### src/rtl/bcd_pkg.sv
// ============================================================================
// Module   : bcd_pkg
// Brief    : Shared types, default sizes and helpers for the BCD-to-binary unit.
// Revision : 1.0
// ============================================================================
`default_nettype none

package bcd_pkg;

    localparam int c_DIGITS = 4;
    localparam int c_BIN_W  = 14;

    typedef enum logic [0:0] {
        IDLE = 1'b0,
        CONV = 1'b1
    } state_t;

    function automatic logic nibble_valid(input logic [3:0] nib);
        return (nib <= 4'd9);
    endfunction

endpackage

`default_nettype wire

### src/rtl/bcd_digit_adjust.sv
// ============================================================================
// Module   : bcd_digit_adjust
// Brief    : Single-digit reverse double-dabble correction (d >= 8 ? d-3 : d).
// Revision : 1.0
// ============================================================================
`default_nettype none

module bcd_digit_adjust (
    input  logic [3:0] d_in,
    output logic [3:0] d_out
);

    // Bit 3 set is exactly the d >= 8 condition.
    assign d_out = d_in[3] ? (d_in - 4'd3) : d_in;

endmodule

`default_nettype wire

### src/rtl/bcd_to_bin_seq.sv
// ============================================================================
// Module   : bcd_to_bin_seq
// Brief    : Multi-cycle packed-BCD to binary converter, start/done handshake.
// Revision : 1.0
// ============================================================================
`default_nettype none

module bcd_to_bin_seq
    import bcd_pkg::*;
#(
    parameter int DIGITS = c_DIGITS,
    parameter int BIN_W  = c_BIN_W
) (
    input  logic                  clk,
    input  logic                  rst,
    input  logic                  start,
    input  logic [4*DIGITS-1:0]   bcd_in,
    output logic                  busy,
    output logic                  done,
    output logic [BIN_W-1:0]      bin_out,
    output logic                  err
);

    localparam int                 c_BCD_W = 4 * DIGITS;
    localparam int                 c_SR_W  = c_BCD_W + BIN_W;
    localparam int                 c_CNT_W = $clog2(BIN_W + 1);
    localparam logic [c_CNT_W-1:0] c_LAST  = c_CNT_W'(BIN_W - 1);

    state_t               state_q, state_d;
    logic [c_BCD_W-1:0]   bcd_q, bcd_d;
    logic [BIN_W-1:0]     acc_q, acc_d;
    logic [c_CNT_W-1:0]   cnt_q, cnt_d;
    logic                 busy_q, busy_d;
    logic                 done_q, done_d;
    logic                 err_q, err_d;
    logic [BIN_W-1:0]     bin_out_q, bin_out_d;

    logic [c_SR_W-1:0]    w_sr_shift;
    logic [c_BCD_W-1:0]   w_bcd_shift;
    logic [c_BCD_W-1:0]   w_bcd_adj;
    logic [BIN_W-1:0]     w_acc_shift;
    logic                 w_in_valid;

    // The LSB of the digit field falls into the MSB of the binary accumulator.
    assign w_sr_shift  = {bcd_q, acc_q} >> 1;
    assign w_bcd_shift = w_sr_shift[c_SR_W-1:BIN_W];
    assign w_acc_shift = w_sr_shift[BIN_W-1:0];

    for (genvar g = 0; g < DIGITS; g++) begin : g_digit
        bcd_digit_adjust u_adj (
            .d_in  (w_bcd_shift[4*g +: 4]),
            .d_out (w_bcd_adj[4*g +: 4])
        );
    end

    always_comb begin
        w_in_valid = 1'b1;
        for (int i = 0; i < DIGITS; i++) begin
            if (!nibble_valid(bcd_in[4*i +: 4])) begin
                w_in_valid = 1'b0;
            end
        end
    end

    always_comb begin
        state_d   = state_q;
        bcd_d     = bcd_q;
        acc_d     = acc_q;
        cnt_d     = cnt_q;
        busy_d    = busy_q;
        done_d    = 1'b0;
        err_d     = err_q;
        bin_out_d = bin_out_q;

        case (state_q)
            IDLE: begin
                if (start) begin
                    if (w_in_valid) begin
                        bcd_d   = bcd_in;
                        acc_d   = '0;
                        cnt_d   = '0;
                        busy_d  = 1'b1;
                        state_d = CONV;
                    end else begin
                        // Malformed operand: report immediately, no conversion.
                        done_d    = 1'b1;
                        err_d     = 1'b1;
                        bin_out_d = '0;
                    end
                end
            end
            CONV: begin
                bcd_d = w_bcd_adj;
                acc_d = w_acc_shift;
                cnt_d = cnt_q + 1'b1;
                if (cnt_q == c_LAST) begin
                    bin_out_d = w_acc_shift;
                    err_d     = 1'b0;
                    done_d    = 1'b1;
                    busy_d    = 1'b0;
                    state_d   = IDLE;
                end
            end
            default: begin
                state_d = IDLE;
                busy_d  = 1'b0;
            end
        endcase
    end

    always_ff @(posedge clk or posedge rst) begin
        if (rst) begin
            state_q   <= IDLE;
            bcd_q     <= '0;
            acc_q     <= '0;
            cnt_q     <= '0;
            busy_q    <= 1'b0;
            done_q    <= 1'b0;
            err_q     <= 1'b0;
            bin_out_q <= '0;
        end else begin
            state_q   <= state_d;
            bcd_q     <= bcd_d;
            acc_q     <= acc_d;
            cnt_q     <= cnt_d;
            busy_q    <= busy_d;
            done_q    <= done_d;
            err_q     <= err_d;
            bin_out_q <= bin_out_d;
        end
    end

    assign busy    = busy_q;
    assign done    = done_q;
    assign err     = err_q;
    assign bin_out = bin_out_q;

endmodule

`default_nettype wire

### config.mk
export PLATFORM = sky130hd
export DESIGN_NAME = bcd_to_bin_seq
export DESIGN_NICKNAME = d
export VERILOG_FILES = /design/src/rtl/bcd_pkg.sv /design/src/rtl/bcd_digit_adjust.sv /design/src/rtl/bcd_to_bin_seq.sv
export SDC_FILE = /design/constraint.sdc
export NUM_CORES = 1
export LEC_CHECK = 0
export ABC_CLOCK_PERIOD_IN_PS = 3500
export CAP_MARGIN = 20
export CORE_ASPECT_RATIO = 1.2
export CORE_MARGIN = 2
export CORE_UTILIZATION = 56
export CTS_CLUSTER_DIAMETER = 120
export DETAILED_ROUTE_END_ITERATION = 8
export GPL_ROUTABILITY_DRIVEN = 1
export PLACE_DENSITY = 0.85
export SLEW_MARGIN = 20
export SYNTH_ARGS = -nofsm -noshare
export SYNTH_HDL_FRONTEND = slang
export SYNTH_SLANG_ARGS = --single-unit
### constraint.sdc
create_clock -name clk -period 3.5 [get_ports clk]
set_input_delay 0.7 -clock clk [delete_from_list [all_inputs] [get_ports clk]]
set_output_delay 0.7 -clock clk [all_outputs]
set_load 0.1 [all_outputs]
Word-level counts from Yosys, hierarchy flattened
Cells that the tools add are included.
- register bits after elaboration: 52
- bits of input ports: 19
- reductions and logical operators: 3
- magnitude comparators: 4
- eq/ne operators: 5
- multiplexer cells: 35
- $add $sub $neg: 4
- bitwise logic cells: 1
- operator list (cell ; number):
    two-way mux 14 bit ; 5
    one-hot mux 14 bit (2 select lines) ; 2
    two-way mux 16 bit ; 2
    one-hot mux 16 bit (2 select lines) ; 1
    two-way mux 4 bit ; 5
    less-or-equal comparator 4 bit (second input constant) ; 4
    two-way mux 1 bit ; 15
    subtractor 4 x 2 -> 4 bit (second input constant) ; 3
    one-hot mux 1 bit (2 select lines) ; 4
    one-hot mux 4 bit (2 select lines) ; 1
    != test 2 bit (second input constant) ; 3
    AND reduction 3 bit ; 2
    adder 4 x 1 -> 4 bit (second input constant) ; 1
    equality test 4 bit (second input constant) ; 1
    != test 2 x 1 -> 1 bit (second input constant) ; 1
    AND reduction 2 bit ; 1
    inverter 1 bit ; 1

Depth between registers and ports, before layout
- word-level depth: 8
- gate-level depth with buffers: 7

Hierarchy
From an unflattened synthesis, not the netlist that was laid out.
- cells, all modules: 194
- area, all modules: 2346.0 um^2
- by module, submodules not included (module ; times used ; area each (um^2) ; cells an instance):
    bcd_to_bin_seq ; 1 ; 2095.8 ; 166
    bcd_digit_adjust ; 4 ; 62.6 ; 7

Least setup slack after synthesis
OpenSTA, ideal clock, no wires.
- path type: in2reg
- from: input bcd_in[2]
- to: register bcd_q[0]
- setup time: 126 ps
- path buffers: 1
- setup slack: 1778 ps
- data arrival time: 1596 ps
- data required time: 3374 ps
- cell stages on the path: 5
- path through: o21ai_1 -> and4_4 -> a21oi_2 -> buf_6 -> a221o_1
- word-level cells in the longest chain between the ends: 7
- ends and longest elaborated chain (what ; line ; RTL):
    from (decl) ; bcd_to_bin_seq.sv:17 ; input logic [4*DIGITS-1:0] bcd_in,
    less-or-equal comparator 4 bit ; bcd_pkg.sv:19 ; return (nib <= 4'd9);
    two-way mux 1 bit (4 in series) ; bcd_to_bin_seq.sv:59 ; if (!nibble_valid(bcd_in[4*i +: 4])) begin
    != test 2 bit (no line) ; n/a ;
    AND reduction 2 bit (no line) ; n/a ;
    to (signal assigned) ; bcd_to_bin_seq.sv:114 ; bcd_q <= '0;
    to (signal assigned) ; bcd_to_bin_seq.sv:123 ; bcd_q <= bcd_d;
    to (decl) ; bcd_to_bin_seq.sv:30 ; logic [c_BCD_W-1:0] bcd_q, bcd_d;
Every way passes these cells.
A chain may end at the register's enable or synchronous reset.

Final worst setup path
- from: register bin_out_q[11] (netlist: bin_out[11])
- to: output bin_out[11]
- RTL lines (what ; line ; RTL):
    from (decl) ; bcd_to_bin_seq.sv:36 ; logic [BIN_W-1:0] bin_out_q, bin_out_d;
    from (signal assigned) ; bcd_to_bin_seq.sv:129 ; bin_out_q <= bin_out_d;
    to (decl) ; bcd_to_bin_seq.sv:20 ; output logic [BIN_W-1:0] bin_out,
No word-level cell between the ends.

==> impl_results.md <==
- Initial antenna violation count: 0
- Maxcap violations: 0
- Post-Route Setup TNS: 0 ps
- Maximum number of pins on one net before global-route repair: 52
- Arrival time of data at the critical path endpoint: 1850 ps
- Starting density of the core: 59.7%
- Remaining DRCs: 0
- Net count reported at finish: 227
- Drt pass-1 iters: 4
- Instance area after placement: 0.00256 mm2
- Average cell area after synthesis: 13.0 um2
- Placer congestion estimate: 0.813
- Global Route Usage Sum: 24.0%
- Result of the run: finished clean
- Clock transition at the register clock pins on the worst setup and hold paths after CTS: 100 ps
- Detailed Route WL: 4740 um
- Buffering stage count on the worst path with inverters included: 1
- Final min period: 2550 ps
- Setup Crit Path Kind: flop to output pin
- Area grow syn2layout: 21.4%
- CP peak stage delay: 1150 ps
- Cell Chain, Critical Path: clkdlybuf4s50_1
- Data required time at the worst endpoint: 2800 ps
- Post-CTS Repair Setup Buffers: 0
- DR WL/cell: 18.5 um
- Peak supply drop: 475 uV
- FF-to-FF path depth: 3
- Final-report max-slew violation count: 0
- Achievable clock frequency: 392 MHz
- Slew at the pin with the worst max-slew slack: 982 ps
- Top-Level Pins: 36
- Highest net fanout along the worst path: 2
- Y dimension of the die: 72.7 um
- Maximum clock skew at final layout: 11.0 ps
- Count of endpoints failing hold in the final timing report: 0
- Number of nets in the synthesized netlist: 194
- Post-synth design cell area: 0.00220 mm2
- Sinks on Clock Net: 51
- Number of antenna diodes: 0
- Final Instance Count excl. Fillers: 256
- Total number of H-tree levels: 2
- Maximum count of clock buffers along a single path: 2
- Fraction of the yosys area taken by sequential cells: 57.9%
- TritonCTS clock tree: yes
- Synth warn: 0
- Buffer type at the clock tree root: sky130_fd_sc_hd__clkbuf_8
- Most frequent cells in the layout: sky130_fd_sc_hd__dfrtp_1 (51), sky130_fd_sc_hd__clkdlybuf4s50_1 (35), sky130_fd_sc_hd__a22o_1 (28)
- Vias: 1,564
- Crit end category: output pin
- Buffers on Ports: 35
- Flops & latches, synth: 51
- Ratio of cells with drive above 1 in the final layout: 10.8%
- Number of cell rows: 24
- Type of the worst min-delay path: flop to flop
- First-pass GRT wire length: 7750 um
- Hold-fix buffers at CTS: 0
- Pwr Density: 942 mW/mm2
- Launching element type of the critical path: flop
- Core area: 0.00369 mm2
- Final antenna-violating net count: 0
- Hold Crit Depth: 1
- Critical path's top delay family: buffers and inverters
- Starting DRT DRC Count: 70
- Half-perimeter wire length after detailed placement: 3090 um
- Via-per-instance ratio: 6.11
- Number of gates on the worst path with buffers counted: 1
- RSZ-0062 raised after global routing: no
- Die width: 61.3 um
- Cells resized by post-CTS repair: 0
- Worst-Skew Late Latency: 310 ps
- Die area: 0.00445 mm2
- Fillers: 256
- Number of instances in the synthesized netlist: 170
- Distinct cell type count after synthesis: 34
- Most frequent standard cell in the layout excluding fill and tap cells: sky130_fd_sc_hd__dfrtp_1
- Number of global-route vias before repair: 1,586
- CP max stage cell: sky130_fd_sc_hd__clkdlybuf4s50_1
- Max_slew headroom: 34.4%
- Cells after DPL: 248
- Setup Viol. Count Final: 0
- Fin area: 0.00267 mm2
- Share of the cycle needed by the critical path after routing: 72.8%
- GRT overflow: 0
- TritonCTS Buffers: 5
- Leak: 1.21 nW
## layer usage
layer  routed length [um]  up-vias  GRT usage, %
li1                     -      703             -
met1                 1970      788          32.0
met2                 2440       61          37.0
met3                  220       12          6.21
met4                  106        0          9.66
met5                    0        -             0
## cell families (layout without fill, tap and decap cells)
group           after synthesis  after routing  synth area share, %
fa+ha+maj                     5              5                 2.84
flops                        51             51                 57.9
buf+inv                      16             50                 4.15
compound gates               56             56                 22.4
simple gates                 30             30                 7.55
mux                           5              5                 2.33
xor+xnor                      7              7                 2.78
## area by class of cell
type	count	area [um2]	area share, %
multi-input cells	103	836	31.3
clock inverters	3	46.3	1.73
well taps	52	65.1	2.43
clock buffers	5	68.8	2.57
repair buffers	36	358	13.4
flip-flops and latches	51	1280	47.7
inverters	6	23.8	0.889
## registers in the layout (all words and copies together) (netlist names)
| signal | cells |
|---|---|
| bin_out | 14 |
| busy | 1 |
| err | 1 |
| acc_q | 13 |
| done | 1 |
| state_q | 1 |
| cnt_q | 4 |
| bcd_q | 16 |
## cells in the mapped netlist
cell type	instances	area, um2
sky130_fd_sc_hd__a21oi_1	2	10.0
sky130_fd_sc_hd__a221o_1	14	140
sky130_fd_sc_hd__mux2i_1	4	40.0
sky130_fd_sc_hd__a21oi_2	1	8.76
sky130_fd_sc_hd__and4_4	1	11.3
sky130_fd_sc_hd__buf_2	4	20.0
sky130_fd_sc_hd__inv_1	4	15.0
sky130_fd_sc_hd__clkbuf_1	1	3.75
sky130_fd_sc_hd__xnor2_1	6	52.6
sky130_fd_sc_hd__nor2b_1	3	18.8
sky130_fd_sc_hd__mux2_2	1	11.3
sky130_fd_sc_hd__nor2_4	1	11.3
sky130_fd_sc_hd__o21ai_2	3	26.3
sky130_fd_sc_hd__nand4_1	2	12.5
sky130_fd_sc_hd__nand2_2	1	6.26
sky130_fd_sc_hd__ha_1	5	62.6
sky130_fd_sc_hd__nand4_2	1	12.5
sky130_fd_sc_hd__and4_1	1	8.76
sky130_fd_sc_hd__o21ai_0	1	5.00
sky130_fd_sc_hd__and3_1	1	6.26
sky130_fd_sc_hd__dfrtp_1	51	1280
sky130_fd_sc_hd__inv_2	2	7.51
sky130_fd_sc_hd__nor2_1	13	48.8
sky130_fd_sc_hd__a31oi_4	1	21.3
sky130_fd_sc_hd__a22o_1	28	245
sky130_fd_sc_hd__buf_1	1	3.75
sky130_fd_sc_hd__buf_6	3	33.8
sky130_fd_sc_hd__buf_4	1	7.51
sky130_fd_sc_hd__and2_1	3	18.8
sky130_fd_sc_hd__nand2_1	3	11.3
sky130_fd_sc_hd__o21ai_1	2	10.0
sky130_fd_sc_hd__o2bb2ai_1	1	8.76
sky130_fd_sc_hd__xor2_1	1	8.76
sky130_fd_sc_hd__o22ai_1	3	18.8
## stage by stage
stage	hold slack [ps]	setup WS [ps]	power (W)	utilization (%)
detailed placement	454	900	0.00209	69.2
floorplan	431	1570	0.00184	-
global placement	460	964	0.00203	69.2
finish	458	952	0.00252	72.4
global route	486	888	0.00265	72.4
CTS	466	918	0.00252	72.4
## power by group
group / internal (W) / switching, W / leakage (nW)
clock: 0.000215 / 0.000200 / 0.0548
sequential: 0.000795 / 0.000231 / 0.672
combinational: 0.000390 / 0.000687 / 0.484
total: 0.00140 / 0.00112 / 1.21
## path summary, 6_finish.rpt
kind,startpoint,endpoint,slack [ps]
min in group asynchronous,rst,bin_out[2],860
worst max register to register,state_q,bin_out[2],1220
worst max-delay path,bin_out[11],bin_out[11],950
worst min register to register,cnt_q[3],cnt_q[3],460
worst min-delay path,cnt_q[3],cnt_q[3],460
max in group asynchronous,rst,acc_q[9],2140
Note: power is estimated with default switching activity, not from simulation.
